--- config.mk ---
export PLATFORM = sky130hd
export DESIGN_NAME = sseg_scan_controller
export DESIGN_NICKNAME = d
export VERILOG_FILES = /design/src/rtl/sseg_scan_controller.sv
export SDC_FILE = /design/constraint.sdc
export NUM_CORES = 1
export LEC_CHECK = 0
export ABC_AREA = 1
export CAP_MARGIN = 30
export CORE_UTILIZATION = 45
export CTS_BUF_LIST = sky130_fd_sc_hd__clkbuf_16
export DETAILED_ROUTE_END_ITERATION = 12
export PLACE_DENSITY = 0.66
export SLEW_MARGIN = 20
export SYNTH_ARGS = -nofsm -noshare
export SYNTH_HDL_FRONTEND = slang
export SYNTH_SLANG_ARGS = --single-unit
--- constraint.sdc ---
create_clock -name clk -period 2.97 [get_ports clk]
set_clock_uncertainty 0.1 [all_clocks]
set_input_delay 0.594 -clock clk [delete_from_list [all_inputs] [get_ports clk]]
set_output_delay 0.594 -clock clk [all_outputs]
set_load 0.01 [all_outputs]
--- src/rtl/sseg_scan_controller.sv ---
// ---------------------------------------------------------------------------
// sseg_scan_controller
//
// Time-multiplexes one shared combinational hex-to-7-segment decoder across
// NUM_DIGITS common-anode digits. Each digit slot is BLANK_CYCLES clocks with
// every anode off, followed by DWELL_CYCLES clocks with the digit lit. The
// displayed value is double-buffered, so host updates only take effect on
// frame boundaries.
//
// Ports
//   clk          system clock
//   reset_n      synchronous reset, active-low
//   load         one-cycle strobe: capture value_in/dp_in/digit_en_in
//   value_in     hex digits, nibble k = digit k (digit 0 = rightmost)
//   dp_in        decimal-point enables, 1 = lit
//   digit_en_in  per-digit enable, 1 = digit may light
//   lz_suppress  live leading-zero suppression enable
//   bin_out      nibble to the shared decoder (shadow nibble of current idx)
//   sseg_in      decoder result, active-low, bit 7 ignored
//   sseg_out     registered segments, active-low, bit 7 = DP
//   an_out       registered anodes, active-low
//   load_ack     one-cycle pulse when staging is committed to shadow
//   frame_tick   one-cycle pulse at the start of every frame
//
// Handshake: load has no ready. Any cycle with load=1 overwrites staging and
// marks it pending. Pending staging is committed on the frame-boundary edge
// (leaving SHOW of the last digit), and load_ack pulses with frame_tick on
// the following cycle. A load on the boundary cycle itself stays pending for
// the next boundary, because the commit uses the staging contents from
// before that edge.
// ---------------------------------------------------------------------------
module sseg_scan_controller #(
    parameter int NUM_DIGITS   = 4,
    parameter int DWELL_CYCLES = 50000,
    parameter int BLANK_CYCLES = 500
) (
    input  logic                    clk,
    input  logic                    reset_n,
    input  logic                    load,
    input  logic [4*NUM_DIGITS-1:0] value_in,
    input  logic [NUM_DIGITS-1:0]   dp_in,
    input  logic [NUM_DIGITS-1:0]   digit_en_in,
    input  logic                    lz_suppress,
    output logic [3:0]              bin_out,
    input  logic [7:0]              sseg_in,
    output logic [7:0]              sseg_out,
    output logic [NUM_DIGITS-1:0]   an_out,
    output logic                    load_ack,
    output logic                    frame_tick
);

    localparam int CNT_MAX = (DWELL_CYCLES > BLANK_CYCLES) ? DWELL_CYCLES : BLANK_CYCLES;
    localparam int CW      = (CNT_MAX > 1) ? $clog2(CNT_MAX) : 1;
    localparam int IW      = $clog2(NUM_DIGITS);

    localparam logic [CW-1:0] DWELL_LAST = CW'(DWELL_CYCLES - 1);
    localparam logic [CW-1:0] BLANK_LAST = CW'(BLANK_CYCLES - 1);
    localparam logic [IW-1:0] IDX_LAST   = IW'(NUM_DIGITS - 1);

    typedef enum logic {
        ST_BLANK = 1'b0,
        ST_SHOW  = 1'b1
    } state_t;

    // All scan-sequencer state in one struct so checkers can bind to it.
    typedef struct packed {
        state_t        state;
        logic [IW-1:0] idx;
        logic [CW-1:0] cnt;
        logic          pending;
    } scan_t;

    scan_t scan;

    logic [4*NUM_DIGITS-1:0] shadow_val, stg_val;
    logic [NUM_DIGITS-1:0]   shadow_dp,  stg_dp;
    logic [NUM_DIGITS-1:0]   shadow_en,  stg_en;

    logic                  boundary;
    logic                  upper_zero;
    logic                  visible;
    logic [NUM_DIGITS-1:0] an_onehot;
    logic                  unused_dp_bit;

    // The decoder always drives its DP bit high; the real DP comes from shadow_dp.
    assign unused_dp_bit = sseg_in[7];

    assign bin_out  = shadow_val[{scan.idx, 2'b00} +: 4];
    assign boundary = (scan.state == ST_SHOW) && (scan.cnt == DWELL_LAST) &&
                      (scan.idx == IDX_LAST);

    // Leading-zero suppression: digit idx is dark when it and every digit
    // above it hold zero. Digit 0 always shows so a zero value reads "0".
    always_comb begin
        upper_zero = 1'b1;
        for (int k = 0; k < NUM_DIGITS; k++) begin
            if ((k >= int'(scan.idx)) && (shadow_val[4*k +: 4] != 4'h0)) begin
                upper_zero = 1'b0;
            end
        end
        visible = shadow_en[scan.idx] &&
                  !(lz_suppress && (scan.idx != '0) && upper_zero);
    end

    always_comb begin
        an_onehot           = '1;
        an_onehot[scan.idx] = 1'b0;
    end

    always_ff @(posedge clk) begin
        if (!reset_n) begin
            scan       <= '{state: ST_BLANK, idx: '0, cnt: '0, pending: 1'b0};
            shadow_val <= '0;
            shadow_dp  <= '0;
            shadow_en  <= '0;
            stg_val    <= '0;
            stg_dp     <= '0;
            stg_en     <= '0;
            an_out     <= '1;
            sseg_out   <= 8'hFF;
            load_ack   <= 1'b0;
            frame_tick <= 1'b0;
        end else begin
            frame_tick <= boundary;
            load_ack   <= boundary && scan.pending;

            if (boundary && scan.pending) begin
                shadow_val   <= stg_val;
                shadow_dp    <= stg_dp;
                shadow_en    <= stg_en;
                scan.pending <= 1'b0;
            end

            // Placed after the commit so a boundary-cycle load keeps pending set.
            if (load) begin
                stg_val      <= value_in;
                stg_dp       <= dp_in;
                stg_en       <= digit_en_in;
                scan.pending <= 1'b1;
            end

            case (scan.state)
                ST_BLANK: begin
                    if (scan.cnt == BLANK_LAST) begin
                        scan.state <= ST_SHOW;
                        scan.cnt   <= '0;
                    end else begin
                        scan.cnt <= scan.cnt + 1'b1;
                    end
                end
                ST_SHOW: begin
                    if (scan.cnt == DWELL_LAST) begin
                        scan.state <= ST_BLANK;
                        scan.cnt   <= '0;
                        // idx advances on entry to BLANK so bin_out settles before SHOW.
                        scan.idx   <= (scan.idx == IDX_LAST) ? '0 : scan.idx + 1'b1;
                    end else begin
                        scan.cnt <= scan.cnt + 1'b1;
                    end
                end
                default: begin
                    scan.state <= ST_BLANK;
                    scan.cnt   <= '0;
                end
            endcase

            if ((scan.state == ST_SHOW) && visible) begin
                an_out   <= an_onehot;
                sseg_out <= {~shadow_dp[scan.idx], sseg_in[6:0]};
            end else begin
                an_out   <= '1;
                sseg_out <= 8'hFF;
            end
        end
    end

endmodule

# [Word level (Yosys, flattened, before mapping)]
# Index checks and enable logic that the tools add are counted.
# W data, S select, Z words.
[op_classes] eq_ne=3 addsub=2 mux=19 n_lt_le_gt_ge=5 n_reduce_logical=20 n_bitwise=3 shift=1 mul=0 div=0
[ops] operator="$mux W16" n=2
[ops] operator="$pmux W16 S2" n=1
[ops] operator="$add A16 B1 Y16 const B" n=1
[ops] operator="$eq A16 B16 Y1 const B" n=1
[ops] operator="$eq A16 B9 Y1 const B" n=1
[ops] operator="$reduce_bool A4 Y1" n=4
[ops] operator="$shiftx A16 B5 Y4" n=1
[ops] operator="$logic_and A1 B1 Y1" n=11
[ops] operator="$mux W1" n=10
[ops] operator="$bmux W1 S2" n=2
[ops] operator="$ge A1 B2 Y1 const A" n=2
[ops] operator="$not A4 Y4" n=1
[ops] operator="$reduce_and A2 Y1" n=2
[ops] operator="$reduce_bool A2 Y1" n=2
[ops] operator="$lt A2 B3 Y1 const B" n=1
[ops] operator="$mux W3" n=1
[ops] operator="$add A2 B1 Y2 const B" n=1
[ops] operator="$demux W1 S2" n=1
[ops] operator="$eq A2 B2 Y1 const B" n=1
[ops] operator="$ge A2 B1 Y1 const B" n=1
[ops] operator="$ge A2 B2 Y1 const A" n=1
[ops] operator="$mux W2" n=1
[ops] operator="$not A1 Y1" n=2
[ops] operator="$pmux W1 S2" n=1
[ops] operator="$logic_not A1 Y1" n=1
[word_totals] elab_cells=67 n_memories=0 input_bits=36 reg_bits=82 romBits=0 ram_bits=0 latch_bits=0 out_inout_bits=18

# [Logic depth before layout (Yosys ltp)]
# Gate-level depths: netlist of the first run.
[depth] word_depth=11 ltp_mapped=10 depth_no_buf=9

# [Worst setup path after synthesis of the first run]
# No wires, ideal clock.
[synth_path] path_type="flip-flop to flip-flop" from="register scan[17] (netlist name)" to="register an_out[2]" synth_period_minus_slack_ns=1.839 setup_time_ns=0.129 path_stages_with_launch=11 arrival_ns=1.609 setup_slack_ns=1.131 required_time_ns=2.741 n_path_buf=2 cell_sequence="dfxtp_1 inv_1 clkbuf_1 ha_1 nand3b_1 nor3_1 nand3b_1 nand3_1 inv_1 clkbuf_1 nand2_1"
[synth_via] elab_chain_len=11 elab_cells_between_ends=25 classes_between="5 x order compare; 8 x mux; 1 x bitwise; 11 x reduce/logical"
[synth_rtl] item="start: declaration" line="73" rtl="scan_t scan;"
[synth_rtl] item="start signal: assignment" line="112" rtl="scan <= '{state: ST_BLANK, idx: '0, cnt: '0, pending: 1'b0};"
[synth_rtl] item="$ge A1 B2 Y1" line="97" rtl="if ((k >= int'(scan.idx)) && (shadow_val[4*k +: 4] != 4'h0)) begin"
[synth_rtl] item="$logic_and A1 B1 Y1" line="97"
[synth_rtl] item="$mux W1 (4 in series)" line="97"
[synth_rtl] item="$logic_and A1 B1 Y1" line="102" rtl="!(lz_suppress && (scan.idx != '0) && upper_zero);"
[synth_rtl] item="$logic_not A1 Y1" line="102"
[synth_rtl] item="$logic_and A1 B1 Y1" line="101" rtl="visible = shadow_en[scan.idx] &&"
[synth_rtl] item="$logic_and A1 B1 Y1" line="167" rtl="if ((scan.state == ST_SHOW) && visible) begin"
[synth_rtl] item="$reduce_and A2 Y1 (no source line)"
[synth_rtl] item="end signal: assignment" line="168" rtl="an_out <= an_onehot;"
[synth_rtl] item="end: declaration" line="47" rtl="output logic [NUM_DIGITS-1:0] an_out,"
# Parallel ways exist; a longest one is shown, timed or not. The select of a mux whose other input is x is not followed.
# A chain may end at the register's enable or synchronous reset.

# [Worst setup path in the final report of the first run]
[layout_path] from="register scan[18] (netlist name)" to="output bin_out[2]"
[layout_via] elab_chain_len=1
[layout_rtl] item="$shiftx A16 B5 Y4" line="88" rtl="assign bin_out = shadow_val[{scan.idx, 2'b00} +: 4];"
[layout_rtl] item="end: declaration" line="44" rtl="output logic [3:0] bin_out,"
# Every way passes these cells.

==> results_dict.tcl, run 1 <==
set metrics [dict create \
    run_status "complete, no violations" \
    period_minus_slack_ns 2.53 \
    critical_path.reg2reg.endpoint "shadow_dp[3]" \
    cts_inserted_buffers 9 \
    tritoncts "done" \
    critical_path.max_fanout 10 \
    launching_element_type_of_the_critical_path "flip-flop" \
    final.hold.worst_slack_ns 0.355 \
    worst_r2r_startpoint "scan[1]" \
    post_synth_instance_area_um2 3490 \
    setup.reg_to_reg.worst_slack_ns 0.91 \
    clock.fmax_ghz 0.396 \
    ctsHoldBuffers 0 \
    start_util 0.474 \
    final_hold_viol_count 0 \
    fin_ws_ns 0.442 \
    drt.antenna.violating_nets 0 \
    headroom_to_the_max_slew_limit 0.648 \
    fp-row-count 31 \
    ratio_of_total_power_to_cell_area_nw_per_um2 532 \
    dp.final_hpwl_um 5060 \
    cp.arrival_ns 1.83 \
    dr_total_vias 2983 \
    power.ir.vdd_worst_uv 336 \
    drc_errors 0 \
    max_slew.worst_pin.slew_ns 0.527 \
    synth.distinct_cells 32 \
    maximum_level_of_the_cts_h_tree 3 \
    max-cap-violations 0 \
    dp_worst_setup_slack_ns 0.602 \
    drt-wirelength-per-cell_um 11.2 \
    hold_path.class "reg2reg" \
    insertion_delay_ns 0.33 \
    port_buffers 52 \
    seqCellArea_um2 1640 \
    synth.ff_latch_count 82 \
    number_of_enable_flip_flop_cells_after_synthesis 0 \
    criticalPathCategory "reg2out" \
    rsz_0062_raised_after_global_routing "false" \
    endpoint_required_time_on_the_critical_path_ns 2.28 \
    antenna-diode-count 0 \
    final_layout_size_suffix_gt1_frac 0.0670 \
    antenna_violations_before_repair 0 \
    gr-total-overflow 0 \
    gp_congestion 0.800 \
    cts_post_setup_buffers_inserted 0 \
    fraction_of_the_yosys_area_taken_by_sequential_cells 0.470 \
    grt.total_usage 0.189 \
    drt_iter0_drc 119 \
    fin_nets 560 \
    grt_pass1_wl_um 12500 \
    cts_repair_resized_insts 0 \
    timing.hold.worst_endpoint "scan[1]" \
    syn-mean-instance-area_um2 7.41 \
    layout.core_utilization 0.592 \
    die_y_um 90.1 \
    grt_max_degree 50 \
    pin_count 54 \
    grt_pass1_vias 2839 \
    max_stage_delay_ns 0.50 \
    synth_async_sr_flop_share 0 \
    mappedNetlistNets 513 \
    core-area_um2 7370 \
    max_slew_violations 0 \
    synthCells 471 \
    timing.hold.worst.start "scan[1]" \
    min_path_cells 1 \
    final.fill_count 693 \
    cell_breakdown_of_the_critical_path "clkinv_1, buf_4, o21ai_0, o22ai_1, clkdlybuf4s50_1" \
    clk_root_buffer_cell "sky130_fd_sc_hd__clkbuf_16" \
    r2r.worst_path.cells 8 \
    clockBufferDepth 2 \
    finalWirelength_um 6950 \
    multi_input_comb_area_um2 1510 \
    worst_path_slowest_cell "sky130_fd_sc_hd__dfxtp_1" \
    final_period_util 0.851 \
    drt_pass_1_iters 4 \
    drt-vias-per-instance 4.80 \
    leading_register_cell_type_out_of_synthesis "sky130_fd_sc_hd__dfxtp_1" \
    die_area_um2 8120 \
    area_growth_syn_to_layout_pct 24.9 \
    cts.sink_count 82 \
    end_kind "output pin" \
    timing.setup.tns_ns 0 \
    setup_viol 0 \
    yosys_warnings 0 \
    leakage_power_figure_uw 0.00176 \
    die_width_um 90.1 \
    worst_setup_hold_path_clk_slew_ns 0.06 \
]
[worst max-delay path, delay by kind of cell, from the launching register on]
kind            cells  cell delay, ns
flops               1            0.50
compound gates      2            0.19
buf+inv             3            0.81
[logic make-up (layout without fill, tap and decap cells)]
logic type	Yosys count	in the layout	synth area share
and+or+nand+nor	217	217	0.279
AOI/OAI and AO/OA	78	78	0.115
xor gates and xnor gates	7	7	0.0176
DFF	82	82	0.470
buffers and inverters	81	132	0.0964
adders and majority gates	6	6	0.0215
[synth_stat cells, drive strengths merged, types with 2 or more instances]
cell / n / area (um^2)
nand3: 10 / 67.6
dfxtp: 82 / 1640
o22ai: 5 / 31.3
xor2: 5 / 43.8
nand3b: 3 / 22.5
inv: 54 / 203
ha: 6 / 75.1
nand2: 64 / 245
buf: 10 / 70.1
nor3: 8 / 51.3
clkbuf: 15 / 56.3
a21oi: 32 / 160
o21ai: 38 / 190
nor2: 105 / 419
nand4: 26 / 163
xnor2: 2 / 17.5
clkinv: 2 / 7.51
[per-stage QoR]
| stage | power [uW] | instance area, um^2 | std cells |
|---|---|---|---|
| finish | 2320 | 4360 | 621 |
| floorplan | 1230 | 3490 | 471 |
| detailed placement | 1290 | 4080 | 606 |
| global route | 2420 | 4360 | 621 |
| CTS | 2350 | 4360 | 621 |
| global placement | 1290 | 4080 | 606 |
[power by group]
| group | switching, uW | leakage, uW | internal [uW] |
|---|---|---|---|
| Sequential | 7.55 | 0.000668 | 1130 |
| Clock | 415 | 0.000145 | 641 |
| Combinational | 66.8 | 0.000949 | 64.6 |
| Total | 490 | 0.00176 | 1830 |
[placed cells by master, fill, tap and decap left out]
| master | count |
|---|---|
| sky130_fd_sc_hd__a211oi_1 | 1 |
| sky130_fd_sc_hd__a21oi_1 | 32 |
| sky130_fd_sc_hd__a22oi_1 | 1 |
| sky130_fd_sc_hd__a31oi_1 | 1 |
| sky130_fd_sc_hd__buf_4 | 9 |
| sky130_fd_sc_hd__bufinv_16 | 1 |
| sky130_fd_sc_hd__clkbuf_16 | 9 |
| sky130_fd_sc_hd__clkdlybuf4s50_1 | 52 |
| sky130_fd_sc_hd__clkinv_1 | 2 |
| sky130_fd_sc_hd__clkinv_2 | 4 |
| sky130_fd_sc_hd__clkinv_4 | 1 |
| sky130_fd_sc_hd__dfxtp_1 | 82 |
| sky130_fd_sc_hd__ha_1 | 6 |
| sky130_fd_sc_hd__inv_1 | 52 |
| sky130_fd_sc_hd__inv_2 | 2 |
| sky130_fd_sc_hd__nand2_1 | 62 |
| sky130_fd_sc_hd__nand2_2 | 2 |
| sky130_fd_sc_hd__nand3_1 | 8 |
| sky130_fd_sc_hd__nand3_2 | 1 |
| sky130_fd_sc_hd__nand3_4 | 1 |
| sky130_fd_sc_hd__nand3b_1 | 3 |
| sky130_fd_sc_hd__nand4_1 | 26 |
| sky130_fd_sc_hd__nor2_1 | 101 |
| sky130_fd_sc_hd__nor2_2 | 1 |
| sky130_fd_sc_hd__nor2_4 | 3 |
| sky130_fd_sc_hd__nor3_1 | 7 |
| sky130_fd_sc_hd__nor3_4 | 1 |
| sky130_fd_sc_hd__nor4_1 | 1 |
| sky130_fd_sc_hd__o21ai_0 | 37 |
| sky130_fd_sc_hd__o21ai_1 | 1 |
| sky130_fd_sc_hd__o22ai_1 | 5 |
| sky130_fd_sc_hd__xnor2_1 | 2 |
| sky130_fd_sc_hd__xor2_1 | 5 |
[cell type report]
cell class / instances / area share
Clock inverter: 6 / 0.0135
Clock buffer: 9 / 0.0516
Multi-Input combinational cell: 308 / 0.347
Inverter: 56 / 0.0482
Timing Repair Buffer: 61 / 0.135
Tap cell: 99 / 0.0284
Sequential cell: 82 / 0.376
[layer usage]
layer,vias up,track usage,part of all wire
li1,1608,-,-
met1,1302,0.244,0.50
met2,67,0.307,0.45
met3,6,0.0457,0.036
met4,0,0.0685,0.0092
met5,-,0,0
[how the worst max path moves through the flow]
stage                     startpoint    endpoint
after floorplan             scan[17]   an_out[2]
after global placement       reset_n     scan[9]
after detailed placement     reset_n     scan[9]
after CTS                   scan[18]  bin_out[1]
after global routing        scan[18]  bin_out[2]
final                       scan[18]  bin_out[2]
[registers in the layout, indices dropped and copies added (netlist names)]
register / count
stg_en: 4
shadow_en: 4
load_ack: 1
frame_tick: 1
an_out: 4
sseg_out: 8
shadow_dp: 4
shadow_val: 16
stg_val: 16
stg_dp: 4
scan: 20
No activity file was read; power rests on OpenSTA's default activity.
==> inputs of run 2 (changes only) <==
--- a/config.mk
+++ b/config.mk
@@ -10,7 +10,7 @@
 export CORE_UTILIZATION = 45
 export CTS_BUF_LIST = sky130_fd_sc_hd__clkbuf_16
 export DETAILED_ROUTE_END_ITERATION = 12
-export PLACE_DENSITY = 0.66
+export PLACE_DENSITY_LB_ADDON = 0.2
 export SLEW_MARGIN = 20
 export SYNTH_ARGS = -nofsm -noshare
 export SYNTH_HDL_FRONTEND = slang
==> results_dict.tcl, run 2 (same netlist as run 1, synthesis figures left out) <==
set metrics [dict create \
    cts_inserted_buffers 9 \
    m1WireLength_um 3550 \
    drt.antenna.violating_nets 0 \
    drt-vias-per-instance 4.91 \
    largest_registers "scan x20, shadow_val x16, stg_val x16" \
    cell_breakdown_of_the_critical_path "clkinvlp_4, a21oi_1, o21ai_0, o21ai_0, clkdlybuf4s50_1" \
    critical_path.max_fanout 11 \
    max_slew_violations 0 \
    grt_pass1_vias 2801 \
    port_buffers 52 \
    timing.hold.worst_endpoint "scan[1]" \
    gp_congestion 0.828 \
    timing.critical_path.mode_cell "sky130_fd_sc_hd__o21ai_0" \
    core-area_um2 7370 \
    r2r.worst_path.cells 8 \
    drt_iter0_drc 109 \
    final.fill_count 693 \
    clockBufferDepth 2 \
    power_frac_clock 0.514 \
    clk_root_buffer_cell "sky130_fd_sc_hd__clkbuf_16" \
    start_util 0.474 \
    drt_pass_1_iters 4 \
    drc_errors 0 \
    fin_nets 559 \
    routed-wl-met2_um 3130 \
    antenna-diode-count 0 \
    die_y_um 90.1 \
    grt_max_degree 50 \
    end_kind "output pin" \
    worst_r2r_startpoint "scan[18]" \
    antenna_violations_before_repair 0 \
    number_of_flip_flops_in_the_largest_register 20 \
    power.switching_uw 508 \
    grt_pass1_wl_um 12500 \
    period_minus_slack_ns 2.83 \
    max-cap-violations 0 \
    area_growth_syn_to_layout_pct 27.2 \
    cp.arrival_ns 2.14 \
    dp.final_hpwl_um 4940 \
    critical_path.reg2reg.endpoint "sseg_out[7]" \
    setup.reg_to_reg.worst_slack_ns 0.85 \
    max_slew.worst_pin.slew_ns 0.541 \
    post_dp_cell_area_um2 4070 \
    top_layer "met4" \
    gr-total-overflow 0 \
    die_area_um2 8120 \
    worst_setup_hold_path_clk_slew_ns 0.06 \
    endpoint_required_time_on_the_critical_path_ns 2.28 \
    insertion_delay_ns 0.33 \
    grt.total_usage 0.188 \
    layout.cells.most_common "sky130_fd_sc_hd__nor2_1" \
    share_seq_of_total_power 0.436 \
    fp-row-count 31 \
    switching_share 0.195 \
    worst_path_slowest_cell "sky130_fd_sc_hd__clkdlybuf4s50_1" \
    ratio_of_total_power_to_cell_area_nw_per_um2 587 \
    timing.setup.tns_ns 0 \
    die_width_um 90.1 \
    min_path_cells 1 \
    max_stage_delay_ns 0.57 \
    power.ir.vdd_worst_uv 352 \
    tritoncts "done" \
    headroom_to_the_max_slew_limit 0.639 \
    share_comb_of_total_power 0.050 \
    final_hold_viol_count 0 \
    run_status "complete, no violations" \
    timing.hold.worst.start "scan[1]" \
    rsz_0062_raised_after_global_routing "false" \
    setup_viol 0 \
    dr_total_vias 3049 \
    wl_met3_um 375 \
    pin_count 54 \
    clock.fmax_ghz 0.353 \
    finalWirelength_um 7180 \
    leakage_power_figure_uw 0.00179 \
    final_layout_size_suffix_gt1_frac 0.0670 \
    maximum_level_of_the_cts_h_tree 3 \
    hold_path.class "reg2reg" \
    layout.cells.most_common_list "101 x sky130_fd_sc_hd__nor2_1, 82 x sky130_fd_sc_hd__dfxtp_1, 62 x sky130_fd_sc_hd__nand2_1" \
    finish.instance_area_um2 4440 \
    criticalPathCategory "reg2out" \
    p_int_uw 2100 \
    final_period_util 0.954 \
    launching_element_type_of_the_critical_path "flip-flop" \
    drt-wirelength-per-cell_um 11.6 \
    registers.top_by_ff_count "scan" \
    cts.sink_count 82 \
]
[run 2: cell types whose count changed in the layout (fill, tap and decap cells not counted), sizes merged]
cell      delta
bufinv       +3
clkinv       -3
buf          -1
clkinvlp     +1
[run 2: area by class of cell]
| cell class | count | area (um^2) | area share |
|---|---|---|---|
| tap | 99 | 124 | 0.0279 |
| timing repair buffer | 60 | 581 | 0.131 |
| inverter | 56 | 214 | 0.0482 |
| clock buffer | 9 | 225 | 0.0507 |
| clock inverter | 7 | 141 | 0.0318 |
| multi-input combinational | 308 | 1510 | 0.341 |
| sequential | 82 | 1640 | 0.370 |
[run 2: critical path: cells and delay by family, from the launching register on]
family          cells  cell delay (ns)
flops               1             0.55
buf+inv             2             0.89
compound gates      3             0.36
[run 2: what timing repair did]
item	4_1_cts	5_1_grt
hold buffers	0	0
hold endpoints to repair	0	0
gates resized for setup	0	1
buffers inserted	0	0
setup endpoints to repair	0	1
[run 2: power by group through the flow]
stage | Clock [uW] | Sequential [uW] | Combinational [uW]
after floorplan | 0 | 1160 | 72.1
after global placement | 0 | 1160 | 128
after detailed placement | 0 | 1160 | 130
after CTS | 1360 | 1130 | 131
after global routing | 1410 | 1140 | 148
final | 1340 | 1130 | 131
[run 2: worst max-delay path by stage]
stage / start / to / cells past startpoint
2_1_floorplan: scan[17] / an_out[2] / 10
3_3_place_gp: scan[18] / bin_out[1] / 5
3_5_place_dp: scan[18] / bin_out[1] / 5
4_1_cts: scan[18] / bin_out[1] / 5
5_1_grt: scan[18] / bin_out[1] / 5
6_report: scan[18] / bin_out[1] / 5
[run 2: stage by stage]
step	hold WS [ns]	util	instances	power (uW)	setup WS (ns)
floorplan	0.318	-	471	1230	1.13
global placement	0.329	0.552	605	1290	0.523
detailed placement	0.338	0.552	605	1290	0.482
CTS	0.351	0.602	621	2630	0.106
global route	0.373	0.603	621	2700	0.0230
finish	0.348	0.603	621	2600	0.136
[run 2: per-layer routing]
layer | vias to the layer above | track usage
met4 | 0 | 0.0927
met5 | - | 0
met1 | 1352 | 0.247
met3 | 12 | 0.0381
li1 | 1601 | -
met2 | 84 | 0.293
==> inputs of run 3 (changes only) <==
--- a/config.mk
+++ b/config.mk
@@ -5,7 +5,7 @@
 export SDC_FILE = /design/constraint.sdc
 export NUM_CORES = 1
 export LEC_CHECK = 0
-export ABC_AREA = 1
+export ABC_AREA = 0
 export CAP_MARGIN = 30
 export CORE_UTILIZATION = 45
 export CTS_BUF_LIST = sky130_fd_sc_hd__clkbuf_16
==> constraint.sdc (replaced) <==
create_clock -name clk -period 2.5 [get_ports clk]
set_clock_uncertainty 0.1 [all_clocks]
set_input_delay 0.5 -clock clk [delete_from_list [all_inputs] [get_ports clk]]
set_output_delay 0.5 -clock clk [all_outputs]
set_load 0.01 [all_outputs]
==> results_dict.tcl, run 3 <==
set metrics [dict create \
    launching_element_type_of_the_critical_path "flip-flop" \
    syn-mean-instance-area_um2 10.2 \
    number_of_flip_flops_in_the_largest_register 20 \
    die_area_um2 7920 \
    pin_count 54 \
    cts_post_setup_buffers_inserted 0 \
    clockBufferDepth 2 \
    number_of_enable_flip_flop_cells_after_synthesis 0 \
    mappedNetlistNets 375 \
    area_growth_syn_to_layout_pct 24.8 \
    leading_register_cell_type_out_of_synthesis "sky130_fd_sc_hd__dfxtp_1" \
    numPlacedInstances 467 \
    clk_root_buffer_cell "sky130_fd_sc_hd__clkbuf_16" \
    antenna_violations_before_repair 0 \
    start_util 0.467 \
    critical_path.startpoint "scan[17]" \
    die_y_um 89.0 \
    criticalPathCategory "reg2out" \
    fin_nets 421 \
    dr_total_vias 2325 \
    share_comb_of_total_power 0.050 \
    period_minus_slack_ns 2.40 \
    synth_async_sr_flop_share 0 \
    share_seq_of_total_power 0.475 \
    worst_r2r_startpoint "scan[1]" \
    worst_setup_hold_path_clk_slew_ns 0.06 \
    cts.sink_count 82 \
    layout.cells.most_common_list "80 x sky130_fd_sc_hd__dfxtp_1, 57 x sky130_fd_sc_hd__nand2_1, 51 x sky130_fd_sc_hd__clkdlybuf4s50_1" \
    drc_errors 0 \
    core-area_um2 7290 \
    worst_path_slowest_cell "sky130_fd_sc_hd__mux4_2" \
    power_frac_clock 0.474 \
    synthMostInstantiatedCell "sky130_fd_sc_hd__dfxtp_1" \
    cp.arrival_ns 1.80 \
    headroom_to_the_max_slew_limit 0.578 \
    ratio_of_total_power_to_cell_area_nw_per_um2 670 \
    antenna-diode-count 0 \
    timing.critical_path.max_delay_family "multiplexers" \
    clock.fmax_ghz 0.417 \
    power.ir.vdd_worst_uv 299 \
    r2r.worst_path.cells 5 \
    critical_path.max_fanout 6 \
    cell_breakdown_of_the_critical_path "mux4_2, clkdlybuf4s50_1" \
    max_slew.worst_pin.slew_ns 0.633 \
    fp-row-count 31 \
    timing.hold.worst.start "shadow_dp[0]" \
    ctsHoldBuffers 0 \
    run_status "complete, no violations" \
    max_slew_violations 0 \
    setup_viol 0 \
    share_of_the_synthesized_area_in_the_top_cell_type 0.482 \
    min_path_cells 2 \
    grt.total_usage 0.166 \
    tritoncts "done" \
    grt_pass1_vias 2164 \
    synth_area_leader_cell "sky130_fd_sc_hd__dfxtp_1" \
    post_dp_cell_area_um2 3940 \
    max_stage_delay_ns 0.54 \
    finish.instance_area_um2 4250 \
    timing.critical_path.depth 2 \
    synthCells 333 \
    grt_max_degree 75 \
    synth.distinct_cells 35 \
    synth.ff_latch_count 82 \
    total_power_consumption_uw 2850 \
    final_hold_viol_count 0 \
    port_buffers 52 \
    fraction_of_the_yosys_area_taken_by_sequential_cells 0.482 \
    hold_path.class "reg2reg" \
    final_period_util 0.960 \
    ranking_of_synthesized_cells_by_area "sky130_fd_sc_hd__dfxtp_1 48%, sky130_fd_sc_hd__mux2i_1 15%, sky130_fd_sc_hd__nand2_1 6.3%" \
    switching_share 0.198 \
    p_int_uw 2280 \
    drt-vias-per-instance 4.82 \
    drt.antenna.violating_nets 0 \
    grt_pass1_wl_um 9980 \
    final_layout_size_suffix_gt1_frac 0.0783 \
    power.switching_uw 562 \
    timing.setup.tns_ns 0 \
    die_width_um 89.0 \
    drt-wirelength-per-cell_um 12.8 \
    dp.final_hpwl_um 4060 \
    finalWirelength_um 6180 \
    registers.top_by_ff_count "scan" \
    endpoint_required_time_on_the_critical_path_ns 1.90 \
    yosys_warnings 0 \
    largest_registers "scan x20, shadow_val x16, stg_val x16" \
    gr-total-overflow 0 \
    leakage_power_figure_uw 0.00154 \
    layout.cells.most_common "sky130_fd_sc_hd__dfxtp_1" \
    cts_inserted_buffers 9 \
    worstPathBufferInverterCount 1 \
    end_kind "output pin" \
    drt_iter0_drc 109 \
    max-cap-violations 0 \
    layout.core_utilization 0.583 \
    drt_pass_1_iters 4 \
    insertion_delay_ns 0.32 \
    gp_congestion 0.778 \
    maximum_level_of_the_cts_h_tree 3 \
    layout.cells.non_filler 482 \
    rsz_0062_raised_after_global_routing "false" \
    post_synth_instance_area_um2 3400 \
    yosys-top-cells-count "82 x sky130_fd_sc_hd__dfxtp_1, 57 x sky130_fd_sc_hd__nand2_1, 50 x sky130_fd_sc_hd__mux2i_1, 27 x sky130_fd_sc_hd__nor2b_1, 18 x sky130_fd_sc_hd__nor2_1" \
]
==> run 3: cell types whose count changed after synthesis, sizes merged, moves of 6 or more <==
cell / previous run / this run
a21oi: 32 / 0
inv: 54 / 6
mux2i: 0 / 50
mux4: 0 / 6
nand2: 64 / 57
nand2b: 0 / 7
nand4: 26 / 4
nor2: 105 / 18
nor2b: 0 / 27
nor4: 1 / 8
o21ai: 38 / 2
xnor2: 2 / 9
==> run 3: worst paths after layout <==
path	endpoint	slack (ns)
worst max-delay path	bin_out[0]	0.10
worst max register to register	shadow_val[10]	0.39
worst min-delay path	shadow_dp[0]	0.36
worst min register to register	shadow_dp[0]	0.36
==> run 3: power by group through the flow <==
| stage | clock network (uW) | logic, uW | registers, uW |
|---|---|---|---|
| 6_report | 1350 | 144 | 1350 |
| 5_1_grt | 1440 | 159 | 1350 |
| 4_1_cts | 1380 | 146 | 1350 |
| 3_5_place_dp | 0 | 145 | 1380 |
| 3_3_place_gp | 0 | 143 | 1380 |
| 2_1_floorplan | 0 | 81.1 | 1380 |
==> run 3: worst reg2reg max path: cells and delay by family, from the launching register on <==
kind	cells	cell delay, ns
and+or+nand+nor	3	1.06
DFF	1	0.39
muxes	1	0.25
adders and majority gates	1	0.24
==> run 3: stage by stage <==
stage / hold WS, ns / worst slack [ns]
floorplan: 0.332 / 0.689
global placement: 0.340 / 0.296
detailed placement: 0.347 / 0.302
CTS: 0.359 / 0.0615
global route: 0.368 / 0.0316
finish: 0.359 / 0.100
==> run 3: cell type report <==
class / count / area, um^2
Fill cell: 650 / 3040
Inverter: 6 / 22.5
Sequential cell: 82 / 1640
Clock buffer: 9 / 225
Multi-Input combinational cell: 225 / 1610
Clock inverter: 6 / 82.6
Timing Repair Buffer: 55 / 538
Tap cell: 99 / 124
==> run 3: per-layer routing <==
layer | global-route usage | vias up | routed length (um)
met5 | 0 | - | 0
li1 | - | 1213 | -
met1 | 0.215 | 1065 | 3060
met3 | 0.0259 | 9 | 197
met2 | 0.270 | 38 | 2820
met4 | 0.0880 | 0 | 96
==> run 3: what timing repair did <==
item                       CTS  global route
cloned                       0             0
resized for setup            1             1
setup endpoints to repair    4             4
==> run 3: cells by family (layout without fill, tap and decap cells) <==
family | after synthesis | count (layout) | share of synthesized area
AOI/OAI and AO/OA | 6 | 6 | 0.0121
adders and majority gates | 6 | 6 | 0.0221
muxes | 56 | 56 | 0.187
xor gates and xnor gates | 14 | 14 | 0.0360
DFF | 82 | 82 | 0.482
buffers and inverters | 26 | 76 | 0.0445
and+or+nand+nor | 143 | 143 | 0.216
